===== config.mk =====
export PLATFORM = sky130hd
export DESIGN_NAME = eth_rx_crc_check
export DESIGN_NICKNAME = d
export VERILOG_FILES = /design/src/rtl/eth_rx_crc_check.sv
export SDC_FILE = /design/constraint.sdc
export NUM_CORES = 1
export LEC_CHECK = 0
export ABC_AREA = 1
export BUFFER_PORTS_ARGS = -buffer_cell sky130_fd_sc_hd__buf_4
export CORE_MARGIN = 2
export CORE_UTILIZATION = 56
export CTS_BUF_LIST = sky130_fd_sc_hd__clkbuf_8
export CTS_CLUSTER_DIAMETER = 60
export CTS_CLUSTER_SIZE = 20
export DETAILED_ROUTE_END_ITERATION = 6
export GPL_ROUTABILITY_DRIVEN = 0
export HOLD_SLACK_MARGIN = 0.1
export PLACE_DENSITY = 0.78
export SLEW_MARGIN = 10
export SYNTH_ARGS = -nofsm -noshare
export SYNTH_HDL_FRONTEND = slang
export SYNTH_SLANG_ARGS = --single-unit

===== constraint.sdc =====
create_clock -name clk -period 1.6 [get_ports clk]
set_clock_uncertainty 0.2 [all_clocks]
set_input_delay 0.16 -clock clk [delete_from_list [all_inputs] [get_ports clk]]
set_output_delay 0.16 -clock clk [all_outputs]
set_load 0.02 [all_outputs]

===== src/rtl/eth_rx_crc_check.sv =====
// eth_rx_crc_check
// Receive-side Ethernet frame checker on the 4-bit MII datapath.
// Strips preamble/SFD, packs nibbles (low first) into bytes and runs the
// reflected CRC-32 over every nibble after the SFD. A 4-byte delay line
// holds back the FCS so only payload bytes reach the MAC receive logic.
// Per-frame status is reported with a one-cycle frame_done strobe.
//
// Ports:
//   clk          MII receive clock, rising edge
//   reset        synchronous, active-high
//   rx_dv        MII receive data valid
//   rx_er        MII receive error
//   rxd[3:0]     MII receive nibble
//   data_out     payload byte (FCS excluded), qualified by data_valid
//   data_valid   one-cycle strobe per payload byte
//   frame_done   one-cycle end-of-frame strobe; status below valid with it
//   frame_ok     no crc_err, align_err, rx_err_seen or len_err
//   crc_err      CRC residue mismatch
//   align_err    odd nibble count after SFD
//   rx_err_seen  rx_er seen during frame data
//   len_err      frame length outside 64..1518 (only with ETH_RX_LEN_CHECK_EN)
//   frame_len    bytes after SFD including FCS, saturating at 2047
//
// Configuration macro: ETH_RX_LEN_CHECK_EN enables the length check.
// Without it len_err is tied low and frame_ok ignores the length.

module eth_rx_crc_check (
    input  logic        clk,
    input  logic        reset,
    input  logic        rx_dv,
    input  logic        rx_er,
    input  logic [3:0]  rxd,
    output logic [7:0]  data_out,
    output logic        data_valid,
    output logic        frame_done,
    output logic        frame_ok,
    output logic        crc_err,
    output logic        align_err,
    output logic        rx_err_seen,
    output logic        len_err,
    output logic [10:0] frame_len
);

    localparam logic [31:0] CRC_INIT      = 32'hFFFF_FFFF;
    localparam logic [31:0] CRC_POLY_REFL = 32'hEDB8_8320;
    // Register value left after the FCS itself has been clocked through
    localparam logic [31:0] CRC_RESIDUE   = 32'hDEBB_20E3;
    localparam logic [10:0] LEN_MAX       = 11'd2047;

    typedef enum logic [1:0] {IDLE, PREAMBLE, DATA, DROP} state_t;

    state_t      state, state_next;
    logic        start_frame, end_frame, data_nib, byte_done;
    logic        len_bad, crc_bad;

    logic [31:0] crc_q;
    logic        nib_hi_q;      // low nibble held, next nibble completes a byte
    logic [3:0]  low_nib_q;
    logic [10:0] len_q;
    logic [2:0]  dl_cnt_q;      // bytes currently held in the delay line (0..4)
    logic        rx_err_q;
    logic [7:0]  dl_q [0:3];

    function automatic logic [31:0] crc_nibble(input logic [31:0] crc, input logic [3:0] d);
        logic [31:0] c;
        c = crc;
        for (int i = 0; i < 4; i++) begin
            if (c[0] ^ d[i]) c = (c >> 1) ^ CRC_POLY_REFL;
            else             c = c >> 1;
        end
        return c;
    endfunction

`ifdef ETH_RX_LEN_CHECK_EN
    assign len_bad = (len_q < 11'd64) || (len_q > 11'd1518);
`else
    assign len_bad = 1'b0;
`endif

    assign crc_bad   = (crc_q != CRC_RESIDUE);
    assign byte_done = data_nib & nib_hi_q;

    always_ff @(posedge clk) begin
        if (reset) state <= IDLE;
        else       state <= state_next;
    end

    always_comb begin
        state_next  = state;
        start_frame = 1'b0;
        end_frame   = 1'b0;
        data_nib    = 1'b0;
        case (state)
            IDLE: begin
                if (rx_dv) state_next = (rxd == 4'h5) ? PREAMBLE : DROP;
            end
            PREAMBLE: begin
                if (!rx_dv) begin
                    state_next = IDLE;
                end else if (rxd == 4'hD) begin
                    state_next  = DATA;
                    start_frame = 1'b1;
                end else if (rxd != 4'h5) begin
                    state_next = DROP;
                end
            end
            DATA: begin
                if (!rx_dv) begin
                    state_next = IDLE;
                    end_frame  = 1'b1;
                end else begin
                    data_nib = 1'b1;
                end
            end
            DROP: begin
                if (!rx_dv) state_next = IDLE;
            end
            default: state_next = IDLE;
        endcase
    end

    // Control, CRC and status registers
    always_ff @(posedge clk) begin
        if (reset) begin
            crc_q       <= CRC_INIT;
            nib_hi_q    <= 1'b0;
            len_q       <= '0;
            dl_cnt_q    <= '0;
            rx_err_q    <= 1'b0;
            data_out    <= '0;
            data_valid  <= 1'b0;
            frame_done  <= 1'b0;
            frame_ok    <= 1'b0;
            crc_err     <= 1'b0;
            align_err   <= 1'b0;
            rx_err_seen <= 1'b0;
            len_err     <= 1'b0;
            frame_len   <= '0;
        end else begin
            data_valid  <= 1'b0;
            frame_done  <= 1'b0;
            frame_ok    <= 1'b0;
            crc_err     <= 1'b0;
            align_err   <= 1'b0;
            rx_err_seen <= 1'b0;
            len_err     <= 1'b0;
            frame_len   <= '0;

            if (start_frame) begin
                crc_q    <= CRC_INIT;
                nib_hi_q <= 1'b0;
                len_q    <= '0;
                dl_cnt_q <= '0;
                rx_err_q <= 1'b0;
            end

            if (data_nib) begin
                // Every nibble feeds the CRC, including a trailing odd one
                crc_q    <= crc_nibble(crc_q, rxd);
                nib_hi_q <= ~nib_hi_q;
                if (rx_er) rx_err_q <= 1'b1;
            end

            if (byte_done) begin
                if (len_q != LEN_MAX) len_q <= len_q + 11'd1;
                // Oldest byte leaves only once four newer bytes exist
                if (dl_cnt_q == 3'd4) begin
                    data_out   <= dl_q[3];
                    data_valid <= 1'b1;
                end else begin
                    dl_cnt_q <= dl_cnt_q + 3'd1;
                end
            end

            if (end_frame) begin
                frame_done  <= 1'b1;
                crc_err     <= crc_bad;
                align_err   <= nib_hi_q;
                rx_err_seen <= rx_err_q;
                len_err     <= len_bad;
                frame_len   <= len_q;
                frame_ok    <= ~(crc_bad | nib_hi_q | rx_err_q | len_bad);
            end
        end
    end

    // Byte assembly and FCS hold-back delay line
    always_ff @(posedge clk) begin
        if (data_nib && !nib_hi_q) low_nib_q <= rxd;
        if (byte_done) begin
            dl_q[0] <= {rxd, low_nib_q};
            dl_q[1] <= dl_q[0];
            dl_q[2] <= dl_q[1];
            dl_q[3] <= dl_q[2];
        end
    end

endmodule


Word level (Yosys, flattened, before mapping):

Memories as Yosys holds them, arrays and structs flattened. A register that Yosys moved wholly into a read port is not among the register bits.
Index checks and enable logic that the tools add are counted.

* register bits after elaboration: 71
* bits in latches: 0
* memory bits (writable): 32
* memory bits (read-only): 0
* input bits: 8
* output and inout port bits: 26
* memories kept: 1

Memory list
* dl_q: depth 4, bits a word 8, rd ports 4, clocked after memory_dff 1, wr ports 4, line 62 `logic [7:0] dl_q [0:3];`

* add/subtract/negate cells: 2
* multipliers: 0
* div/mod/pow operators: 0
* $lt $le $gt $ge: 0
* equality and inequality tests: 12
* shifts and indexed selects: 0
* mux-type cells: 41
* bitwise logic cells: 15
* reduce and logical (&&, ||, !) cells: 9

Operators with widths (count)
* $mux W32: 12
* $not A13 Y14: 4
* $mux W11: 3
* $ne A32 B32 Y1 const B: 1
* $mux W1: 16
* $mux W2: 6
* $add A11 B1 Y11 const B: 1
* $ne A11 B11 Y1 const B: 1
* $mux W3: 3
* $pmux W2 S3: 1
* $reduce_or A2 Y1: 3
* $eq A2 B2 Y1 const B: 2
* $eq A4 B3 Y1 const B: 1
* $eq A4 B4 Y1 const B: 1
* $ne A2 B2 Y1 const B: 2
* $ne A4 B3 Y1 const B: 1
* $ne A4 B4 Y1 const B: 1
* $not A1 Y1: 4
* $xor A1 B1 Y1: 4
* $add A3 B1 Y3 const B: 1
* $eq A3 B3 Y1 const B: 1
* $reduce_and A3 Y1: 1
* $eq A2 B1 Y1 const B: 1
* $logic_not A2 Y1: 1
* other kinds (6): 7

Longest topological paths before layout:

Gate-level depths: netlist (run 1).

* word-level depth: 15
* mapped depth: 10
* depth with buffers taken out: 10

Worst setup path before layout (run 1):

OpenSTA, ideal clock, no wires.

* path kind: register to register
* start point: reg len_q[1]
* end point: reg len_q[0]
* data arrival time: 1.232 ns
* required time: 1.284 ns
* slack: 0.052 ns
* stages on the path, launching flop included: 9
* buffers on the path: 0
* path through: dfxtp_1 ha_1 nand2_1 nor2_2 nand3_1 nand2_4 inv_4 o21ai_0 nor2_1

* cells in the longest elaborated chain, start to end: 3

RTL lines
* from (decl): line 59 `logic [10:0] len_q;`
* from (signal assigned): line 165 `if (len_q != LEN_MAX) len_q <= len_q + 11'd1;`
* $ne A11 B11 Y1: line 165
* $mux W11: line 165
* $mux W11: line 164 `if (byte_done) begin`

Every way passes these cells.
A chain may end at the register's enable or synchronous reset.

Worst setup path after layout (run 1):

* start point: reg crc_q[2]
* end point: reg crc_q[20]

* cells in the longest elaborated chain, start to end: 13

RTL lines
* from (decl): line 56 `logic [31:0] crc_q;`
* from (signal assigned): line 159 `crc_q <= crc_nibble(crc_q, rxd);`
* $mux W32 *: line 68 `if (c[0] ^ d[i]) c = (c >> 1) ^ CRC_POLY_REFL;`
* $mux W32 *: line 157 `if (data_nib) begin`
* $mux W32 *: line 124 `if (reset) begin`
* $mux W32 *: line 68
* $mux W32 *: line 157
* $mux W32 *: line 124
* $xor A1 B1 Y1 *: line 68
* $mux W32 *: line 68
* $mux W32 *: line 157
* $mux W32 *: line 124
* $not A13 Y14 (no source line)
* $mux W32 *: line 68
* $mux W32 *: line 157

Mark *: on every way between the ends. The rest lies on a longest branch, timed or not. The select of a mux whose other input is x is not followed.

==> summary.md, run 1 <==
| Metric | Value |
|---|---|
| Adder-Cell Fraction of Synth Area | less than 1% |
| Crit. Startpoint | crc_q[2] |
| Leak | 2.68 nW |
| Post-DP HPWL | between 6000 and 7000 µm |
| Post-Syn Instances | roughly 620 |
| Largest net degree at the start of global routing | 34 |
| ANT cells | 0 |
| Max clock buf depth | 2 |
| Crit Reg-Reg Endpoint | crc_q[20] |
| Post-synthesis mux area share | 0% |
| Combinational family with the most area after synthesis | simple AND/OR/NAND/NOR gates |
| # fillers | 665 |
| Top_reg_cell synth | dfxtp_1 |
| Number of clock sinks | 111 |
| Seq cells post-synth | roughly 110 |
| Pwr/cell area | 877 nW/µm² |
| Sequential Power Share | just under 60% |
| Routed vias/inst | approximately 5.2 |
| Endpoint class of the critical path | register |
| Status | finished, violations left |
| CTS Root Cell | clkbuf_8 |
| Routed Antenna Nets | 0 |
| Starting Density | about 58% |
| Tot GR Track Use | a little over a fifth |
| Final WL | 10100 µm |
| Count leader, synth | nand2_1 |
| Dominant cell type by area after synthesis | dfxtp_1 |
| Hold Path Origin | rxd[3] |
| Drt pass-1 iters | 5 |
| P_int | ~0.0037 W |
| Htree depth | 3 |
| Critical path arrival | around 1.6 ns |
| Antenna violations before repair | 0 |
| Average size of a mapped cell | 7.79 µm² |
| Area grow syn2layout | 19.5% |
| Slack of the worst reg-to-reg path | between 0.06 and 0.07 ns |
| Peak supply drop | around 0.00054 V |
| Syn Nets | between 600 and 700 |
| Distinct cells, synth | 32 |
| HP Class | in2reg |
| Seq/Total Area, Yosys | between 50% and 60% |
| R2R Path Start | crc_q[2] |
| Clk_lat worst skew | 0.37 ns |
| TNS Setup | 0 ns |
| Max-slew violations | 0 |
| Post-Syn Area | between 4000 and 5000 µm² |
| Hold slack | -0.174 ns |
| Via count | about 4100 |
| Core region area | slightly above 8000 µm² |
| Fin crit period | 1.54 ns |
| Post-Synth XOR/XNOR Area | less than 1% |
| Startpoint Class | register |
| Post-synth top area share | slightly above 30% |
| Crit-path max FO | 8 |
| Kind of critical path | reg2reg |
| Starting DRC count in detailed routing | 255 |
| FF-to-FF path depth | 10 |
| CP peak stage delay | around 0.35 ns |
| Cts hold-fix bufs | 8 |
| Violated checks | negative hold slack |
| Final hold violation count | 3 |
| Buffers added on ports | 32 |
| Die Wd | roughly 97 µm |
| Fraction of registers with async set/reset | 0% |
| Critical Path RT | about 1.7 ns |
| Post-Synth Simple-Gate Area | around 29% |
| Final period utilization | a little over nine tenths |
| Max_cap viols | 0 |
| Post-synth EDFFs | 36 |
| Die height | roughly 97 µm |
| Most common library cells after synthesis | 211 x nand2_1, 75 x dfxtp_1, 75 x inv_1 |
| CTS clk-pin slew, worst paths | between 0.1 and 0.15 ns |
| Logic gate share of total power | a little under a tenth |
| Most common cell on crit path | nand2_1 |
| Clock Power Share | around a third |
| Top post-synthesis cells by area | dfxtp_1 31%, edfxtp_1 22%, nand2_1 16% |
| Fin nets | 693 |
| Vias in the first global route | roughly 3800 |
| Die area | about 9400 µm² |
| Fmax | about 650 MHz |
| # IOs | 34 |
| NetSw | roughly 0.0013 W |
| DRC errors left | 0 |
| Setup-failing EPs final | 0 |
| Remaining Overflow, GRT | 0 |
| Crit-path cells | inv_1 > nand2_1 > nand2_2 > nand2_1 > nand2_4 > inv_1 > nand2_1 > nand3_1 > nand2_1 > nand2_1 |
| CTS tree | built |
| First-pass GRT wire length | around 17000 µm |
| CP max-delay cell | dfxtp_2 |
| Post-synthesis compound-gate area fraction | 6.85% |
| Row cnt | 33 |
| Wirelength per Cell | 12.8 µm |
| Final design utilization | between 60% and 70% |
| Layout cells sized above 1 | 17.3% |
| Ys Warns | 0 |
| Worst Setup EP | crc_q[20] |
| Switching share of power | 26.2% |
| Total CTS buffers | 9 |
-- stage by stage --
step | instances | hold WS, ns | power (W) | cell area (µm²) | setup WS [ns]
final | 792 | -0.174 | 0.00505 | 5770 | 0.0644
after detailed placement | 764 | 0.191 | 0.00346 | 5360 | 0.0100
after global routing | 792 | -0.190 | 0.00527 | 5770 | -0.0231
after floorplan | 619 | 0.0589 | 0.00332 | 4820 | 0.0517
after CTS | 788 | -0.191 | 0.00508 | 5630 | 0.00387
after global placement | 764 | 0.187 | 0.00345 | 5360 | 0.0615
-- cell usage in the layout, fill, tap and decap left out, drive strengths merged, types with 9 or more instances in the layout --
cell,instances
a21oi,12
buf,61
clkbuf,9
dfxtp,75
edfxtp,36
inv,86
nand2,222
nand3,46
nor2,53
nor3,10
o21ai,41
-- area by class of cell --
cell class | instances | area, µm² | share of cell area [%]
clock buffers | 9 | 124 | 2.15
flip-flops and latches | 111 | 2590 | 45.0
multi-input cells | 408 | 1920 | 33.2
clock inverters | 7 | 70.1 | 1.22
well taps | 105 | 131 | 2.28
repair buffers | 69 | 608 | 10.5
inverters | 83 | 322 | 5.58
-- cells by family (layout without fill, tap and decap cells) --
| kind of cell | Yosys count | after routing |
|---|---|---|
| XOR/XNOR | 4 | 4 |
| flip-flops | 111 | 111 |
| other | 1 | 1 |
| adder cells (fa/ha/maj) | 3 | 3 |
| AO/OA/AOI/OAI | 63 | 63 |
| buffers and inverters | 101 | 168 |
| AND/OR/NAND/NOR | 336 | 337 |
-- worst min path at each step --
stage | end | cells past startpoint | slack, ns
finish | low_nib_q[3] | 1 | -0.17
global route | dl_q[0][7] | 1 | -0.19
CTS | low_nib_q[3] | 1 | -0.19
detailed placement | low_nib_q[0] | 1 | 0.19
global placement | low_nib_q[0] | 1 | 0.19
floorplan | dl_q[0][4] | 0 | 0.06
-- routing by layer --
layer / track usage (%) / routed length [µm]
met5: 0 / 0
met4: 5.74 / 150
met3: 6.00 / 594
met2: 39.7 / 5190
met1: 25.5 / 4190
-- power groups by stage --
stage | sequential [W] | combinational [W] | clock, W
floorplan | 0.00303 | 0.000289 | 0
global placement | 0.00303 | 0.000417 | 0
detailed placement | 0.00304 | 0.000428 | 0
CTS | 0.00297 | 0.000447 | 0.00166
global route | 0.00298 | 0.000530 | 0.00176
finish | 0.00297 | 0.000469 | 0.00161
-- critical path, delay by kind of cell (launching register included) --
kind / cells / cell delay [ns]
buffers and inverters: 2 / 0.19
flip-flops: 1 / 0.35
AND/OR/NAND/NOR: 8 / 0.71
-- registers in the layout, indices dropped and copies added, names as in the netlist, 2 cells and up --
register,cells
state,2
dl_cnt_q,3
low_nib_q,4
dl_q,32
crc_q,32
len_q,11
frame_len,11
data_out,8
-- what timing repair did --
| item | in CTS | in global routing |
|---|---|---|
| endpoints found under the hold margin | 19 | 4 |
| endpoints found under the setup margin | 1 | 36 |
| pin swaps | 1 | 8 |
| cloned | 0 | 1 |
| setup buffers | 0 | 3 |
| gates resized for setup | 0 | 33 |
No activity file was read; power rests on OpenSTA's default activity.
==> inputs of run 2 (changes only) <==
--- a/config.mk
+++ b/config.mk
@@ -8,14 +8,13 @@
 export ABC_AREA = 1
 export BUFFER_PORTS_ARGS = -buffer_cell sky130_fd_sc_hd__buf_4
 export CORE_MARGIN = 2
-export CORE_UTILIZATION = 56
+export CORE_UTILIZATION = 45
 export CTS_BUF_LIST = sky130_fd_sc_hd__clkbuf_8
 export CTS_CLUSTER_DIAMETER = 60
 export CTS_CLUSTER_SIZE = 20
 export DETAILED_ROUTE_END_ITERATION = 6
 export GPL_ROUTABILITY_DRIVEN = 0
 export HOLD_SLACK_MARGIN = 0.1
-export PLACE_DENSITY = 0.78
 export SLEW_MARGIN = 10
 export SYNTH_ARGS = -nofsm -noshare
 export SYNTH_HDL_FRONTEND = slang
==> summary.md, run 2 (synthesis gave the netlist of run 1 again) <==
| Metric | Value |
|---|---|
| Via count | around 4300 |
| Largest net degree at the start of global routing | 36 |
| Final cell count without fillers | roughly 840 |
| Final period utilization | between 90% and 100% |
| DRC errors left | 0 |
| Sequential Power Share | 55.1% |
| Pwr/cell area | ~900 nW/µm² |
| Critical path arrival | roughly 1.6 ns |
| R2R Path Start | state[0] |
| Biggest regs | crc_q: 32 flops, dl_q: 32 flops |
| First-pass GRT wire length | 18100 µm |
| Area grow syn2layout | 23.7% |
| Fin nets | a little over 700 |
| Final design utilization | 57.6% |
| Final WL | 11300 µm |
| Antenna violations before repair | 0 |
| HP Class | in2reg |
| Startpoint Class | register |
| Drt pass-1 iters | 5 |
| Total CTS buffers | 9 |
| Status | finished, violations left |
| Worst hold endpoint | dl_q[0][7] |
| P_int | 0.00404 W |
| Crit-path max FO | 11 |
| Routed vias/inst | around 5.1 |
| Hold slack | -0.198 ns |
| Slack of the worst reg-to-reg path | between 0.07 and 0.08 ns |
| Tot GR Track Use | between 10% and 20% |
| Starting Density | between 40% and 50% |
| Logic gate share of total power | a little under a tenth |
| # IOs | 34 |
| Leading cell type in the layout, fill and taps excluded | nand2_1 |
| Hold Path Origin | rxd[3] |
| Max clock buf depth | 2 |
| Number of clock sinks | 111 |
| Fmax | 657 MHz |
| Endpoint class of the critical path | register |
| CTS tree | built |
| Post-DP HPWL | a little over 7000 µm |
| Cell Count Post-Placement | approximately 800 |
| Max_cap viols | 0 |
| Die Wd | between 100 and 150 µm |
| Die area | roughly 12000 µm² |
| Vias in the first global route | between 3000 and 4000 |
| Die height | around 110 µm |
| Final hold violation count | 3 |
| Hold path cells | 1 |
| Violated checks | negative hold slack |
| # fillers | about 960 |
| Peak supply drop | 0.000423 V |
| ANT cells | 0 |
| Routed Antenna Nets | 0 |
| CTS Root Cell | clkbuf_8 |
| Row cnt | 37 |
| Cts hold-fix bufs | 8 |
| RSZ-0062 raised after global routing | true |
| Max-slew violations | 0 |
| Setup-failing EPs final | 0 |
| Buffers added on ports | 32 |
| NetSw | 0.00135 W |
| Switching share of power | between 20% and 30% |
| Core region area | 10400 µm² |
| FF-to-FF path depth | 9 |
| PnR Total Power | ~0.0054 W |
| Crit Reg-Reg Endpoint | len_q[2] |
| CTS clk-pin slew, worst paths | around 0.11 ns |
| Starting DRC count in detailed routing | between 200 and 250 |
| Wirelength per Cell | ~14 µm |
| Critical Path RT | ~1.7 ns |
| Fin crit period | 1.52 ns |
| Layout cells sized above 1 | 19.9% |
| Remaining Overflow, GRT | 0 |
| Leak | between 2 and 3 nW |
| Clk_lat worst skew | between 0.3 and 0.4 ns |
| Kind of critical path | reg2reg |
| Clock Power Share | a little over a third |
| Htree depth | 3 |
| Most frequent cells in the layout | 199 x nand2_1, 75 x inv_1, 66 x dfxtp_1, 60 x buf_4, 47 x nor2_1 |
[run 2: worst max path at each step]
stage	startpoint	to	slack (ns)	cells past startpoint
final	state[0]	len_q[2]	0.08	9
after global routing	state[0]	len_q[2]	-0.05	9
after CTS	len_q[0]	len_q[0]	0.001	8
after detailed placement	crc_q[3]	crc_q[20]	-0.05	10
after global placement	state[1]	low_nib_q[1]	-0.02	4
after floorplan	len_q[1]	len_q[0]	0.05	8
[run 2: stage by stage]
stage               cell area (µm²)  setup TNS, ns  worst slack (ns)  hold slack (ns)
finish                         5970              0            0.0788           -0.198
global route                   5970         -0.171           -0.0457           -0.206
CTS                            5730              0           0.00104           -0.204
detailed placement             5390         -0.291           -0.0506            0.192
global placement               5390         -0.105           -0.0197            0.187
floorplan                      4820              0            0.0517           0.0589
[run 2: timing repair]
item,4_1_cts,5_1_grt
endpoints found under the hold margin,22,4
setup buffers,1,6
setup endpoints to repair,12,83
resized for setup,4,52
pin swaps,3,9
gates cloned,1,5
[run 2: layout make-up]
cell class	instances	area, µm²	area share (%)
inverters	83	322	5.39
repair buffers	78	704	11.8
multi-input cells	411	1950	32.7
flip-flops and latches	111	2590	43.5
clock inverters	7	101	1.70
well taps	136	170	2.85
clock buffers	9	124	2.08
[run 2: worst max-delay path: stages (launching register included)]
cell	delay (ns)
dfxtp_2	0.33
inv_1	0.08
nand2_4	0.08
nor2_8	0.10
nand2_4	0.09
clkinv_4	0.14
nand2_4	0.09
inv_4	0.10
nand2_1	0.07
a21oi_1	0.15
[run 2: power groups by stage]
stage	clock, W	sequential, W	combinational (W)
final	0.00191	0.00297	0.000509
after global routing	0.00206	0.00298	0.000570
after CTS	0.00197	0.00297	0.000454
after detailed placement	0	0.00304	0.000432
after global placement	0	0.00304	0.000425
after floorplan	0	0.00303	0.000289
[run 2: metal layers]
metal / routed length (µm) / part of all wire (%) / global-route usage [%] / vias up
met4: 364 / 3.2 / 9.98 / 0
met2: 5580 / 49 / 34.6 / 119
li1: - / - / - / 2113
met3: 487 / 4.3 / 3.45 / 30
met1: 4890 / 43 / 23.4 / 1989
met5: 0 / 0 / 0 / -
==> inputs of run 3 (changes only) <==
--- a/config.mk
+++ b/config.mk
@@ -7,14 +7,18 @@
 export LEC_CHECK = 0
 export ABC_AREA = 1
 export BUFFER_PORTS_ARGS = -buffer_cell sky130_fd_sc_hd__buf_4
+export CAP_MARGIN = 20
+export CELL_PAD_IN_SITES_DETAIL_PLACEMENT = 1
+export CELL_PAD_IN_SITES_GLOBAL_PLACEMENT = 2
 export CORE_MARGIN = 2
-export CORE_UTILIZATION = 45
+export CORE_UTILIZATION = 33
 export CTS_BUF_LIST = sky130_fd_sc_hd__clkbuf_8
-export CTS_CLUSTER_DIAMETER = 60
+export CTS_CLUSTER_DIAMETER = 30
 export CTS_CLUSTER_SIZE = 20
 export DETAILED_ROUTE_END_ITERATION = 6
 export GPL_ROUTABILITY_DRIVEN = 0
 export HOLD_SLACK_MARGIN = 0.1
+export PLACE_DENSITY_LB_ADDON = 0.1
 export SLEW_MARGIN = 10
 export SYNTH_ARGS = -nofsm -noshare
 export SYNTH_HDL_FRONTEND = slang
==> summary.md, run 3 (synthesis gave the netlist of run 1 again) <==
| Metric | Value |
|---|---|
| Status | finished clean |
| Most frequent cells in the layout | 193 x nand2_1, 72 x inv_1, 66 x dfxtp_1, 66 x buf_4, 46 x nor2_1 |
| Buffers added on ports | 32 |
| FF+latch area | around 2600 µm² |
| Leading cell type in the layout, fill and taps excluded | nand2_1 |
| Antenna violations before repair | 0 |
| Pwr/cell area | ~840 nW/µm² |
| Top delay family on crit path | flip-flops |
| Clk_lat worst skew | around 0.39 ns |
| ANT cells | 0 |
| NetSw | about 0.0014 W |
| Wirelength per Cell | about 15 µm |
| CTS Root Cell | clkbuf_8 |
| HP Class | in2reg |
| Max_cap viols | 0 |
| Final WL | 13300 µm |
| Dpl ws | -0.0225 ns |
| Final hold violation count | 0 |
| TNS Setup | 0 ns |
| # IOs | 34 |
| Number of clock sinks | between 100 and 150 |
| Endpoint class of the critical path | register |
| Fin nets | between 700 and 800 |
| Biggest regs | crc_q: 32 flops, dl_q: 32 flops |
| Final cell count without fillers | approximately 890 |
| Area grow syn2layout | 28.4% |
| Sequential Power Share | around 57% |
| Final period utilization | a little over nine tenths |
| Setup-failing EPs final | 0 |
| Die height | 125 µm |
| Max clock buf depth | 2 |
| Htree depth | 3 |
| Post-DP HPWL | 8760 µm |
| Most common cell on crit path | nand2_1 |
| Cell Count Post-Placement | between 800 and 900 |
| Tot GR Track Use | 16.7% |
| Via count | 4200 |
| Peak supply drop | ~0.00035 V |
| # fillers | 1761 |
| Startpoint Class | register |
| Max-slew violations | 0 |
| Setup slack after layout | slightly below 0.09 ns |
| Kind of critical path | reg2reg |
| Fmax | between 600 and 700 MHz |
| Remaining Overflow, GRT | 0 |
| Switching share of power | between 20% and 30% |
| Buf/Inv on CP | 1 |
| Starting Density | 33.4% |
| Routed vias/inst | ~4.7 |
| Starting DRC count in detailed routing | roughly 220 |
| DRC errors left | 0 |
| Layout cells sized above 1 | between 20% and 30% |
| Fin crit period | about 1.5 ns |
| P_int | about 0.0038 W |
| CP peak stage delay | 0.37 ns |
| CTS tree | built |
| Clock Power Share | 32.4% |
| Routed Antenna Nets | 0 |
| Critical Path RT | 1.72 ns |
| Critical path arrival | 1.64 ns |
| Drt pass-1 iters | 4 |
| RSZ-0062 raised after global routing | true |
| Hold slack | about 0.12 ns |
| Die Wd | 125 µm |
| Logic gate share of total power | 10.7% |
| CP max-delay cell | dfxtp_2 |
| Crit-path cells | ha_4 > nand2_4 > nor2_4 > buf_4 > nand2_1 > o21ai_1 > nand2_1 > a21oi_1 |
| First-pass GRT wire length | about 21000 µm |
| Die area | around 16000 µm² |
| Total CTS buffers | 9 |
| Leak | around 2.8 nW |
| Largest net degree at the start of global routing | 34 |
| CTS clk-pin slew, worst paths | 0.11 ns |
| Row cnt | 44 |
| Slack of the worst reg-to-reg path | 0.09 ns |
| Vias in the first global route | about 4300 |
| Core region area | roughly 14000 µm² |
| Crit-path max FO | 3 |
| Area occupied by multi-input gates | just under 2000 µm² |
==> run 3: cell count changes in the layout (fill, tap and decap cells not counted), moves of 3 or more <==
cell and delta:
o21ai_0 +7, o21ai_1 -7, buf_4 +6, nand2_1 -6, buf_12 +4, nand2_2 +4, inv_1 -3, inv_2 +3
==> run 3: power groups by stage <==
| stage | clock, W | sequential [W] | combinational, W |
|---|---|---|---|
| final | 0.00170 | 0.00297 | 0.000561 |
| after global routing | 0.00190 | 0.00298 | 0.000631 |
| after CTS | 0.00179 | 0.00297 | 0.000491 |
| after detailed placement | 0 | 0.00304 | 0.000466 |
| after global placement | 0 | 0.00304 | 0.000457 |
| after floorplan | 0 | 0.00303 | 0.000289 |
==> run 3: path summary, 6_finish.rpt <==
kind | from | endpoint | cells after the start
max | len_q[0] | len_q[8] | 8
min | rxd[1] | dl_cnt_q[1] | 6
max reg2reg | len_q[0] | len_q[8] | 8
min reg2reg | dl_q[0][0] | dl_q[1][0] | 0
==> run 3: repair_timing <==
| item | CTS | global route |
|---|---|---|
| gates resized for setup | 4 | 56 |
| endpoints found under the hold margin | 27 | 0 |
| endpoints found under the setup margin | 10 | 74 |
| hold buffers | 9 | 0 |
| setup buffers | 1 | 11 |
| pin swaps | 2 | 7 |
| cloned | 1 | 5 |
==> run 3: per-layer routing <==
layer	routed length, µm	global-route usage [%]	vias up	part of all wire, %
li1	-	-	2123	-
met1	5980	19.6	2013	45
met2	6740	30.5	46	51
met3	328	3.09	18	2.5
met4	292	5.49	0	2.2
met5	0	0	-	0
==> run 3: cell type report <==
type                       count  area share (%)
clock inverter                 7            1.15
inverter                      83            5.27
sequential                   111            41.9
clock buffer                   9            2.00
multi-input combinational    409            32.0
timing repair buffer          89            14.0
tap                          184            3.72
==> run 3: through the flow <==
step / area, µm² / util, % / total power, W
after floorplan: 4820 / - / 0.00332
after global placement: 5510 / 38.2 / 0.00349
after detailed placement: 5510 / 38.2 / 0.00350
after CTS: 5840 / 40.5 / 0.00526
after global routing: 6190 / 42.9 / 0.00551
final: 6190 / 42.9 / 0.00523
==> run 3: worst min-delay path: cells and delay by family <==
kind	cells	cell delay, ns
AO/OA/AOI/OAI	1	0.06
AND/OR/NAND/NOR	3	0.21
buffers and inverters	2	0.24
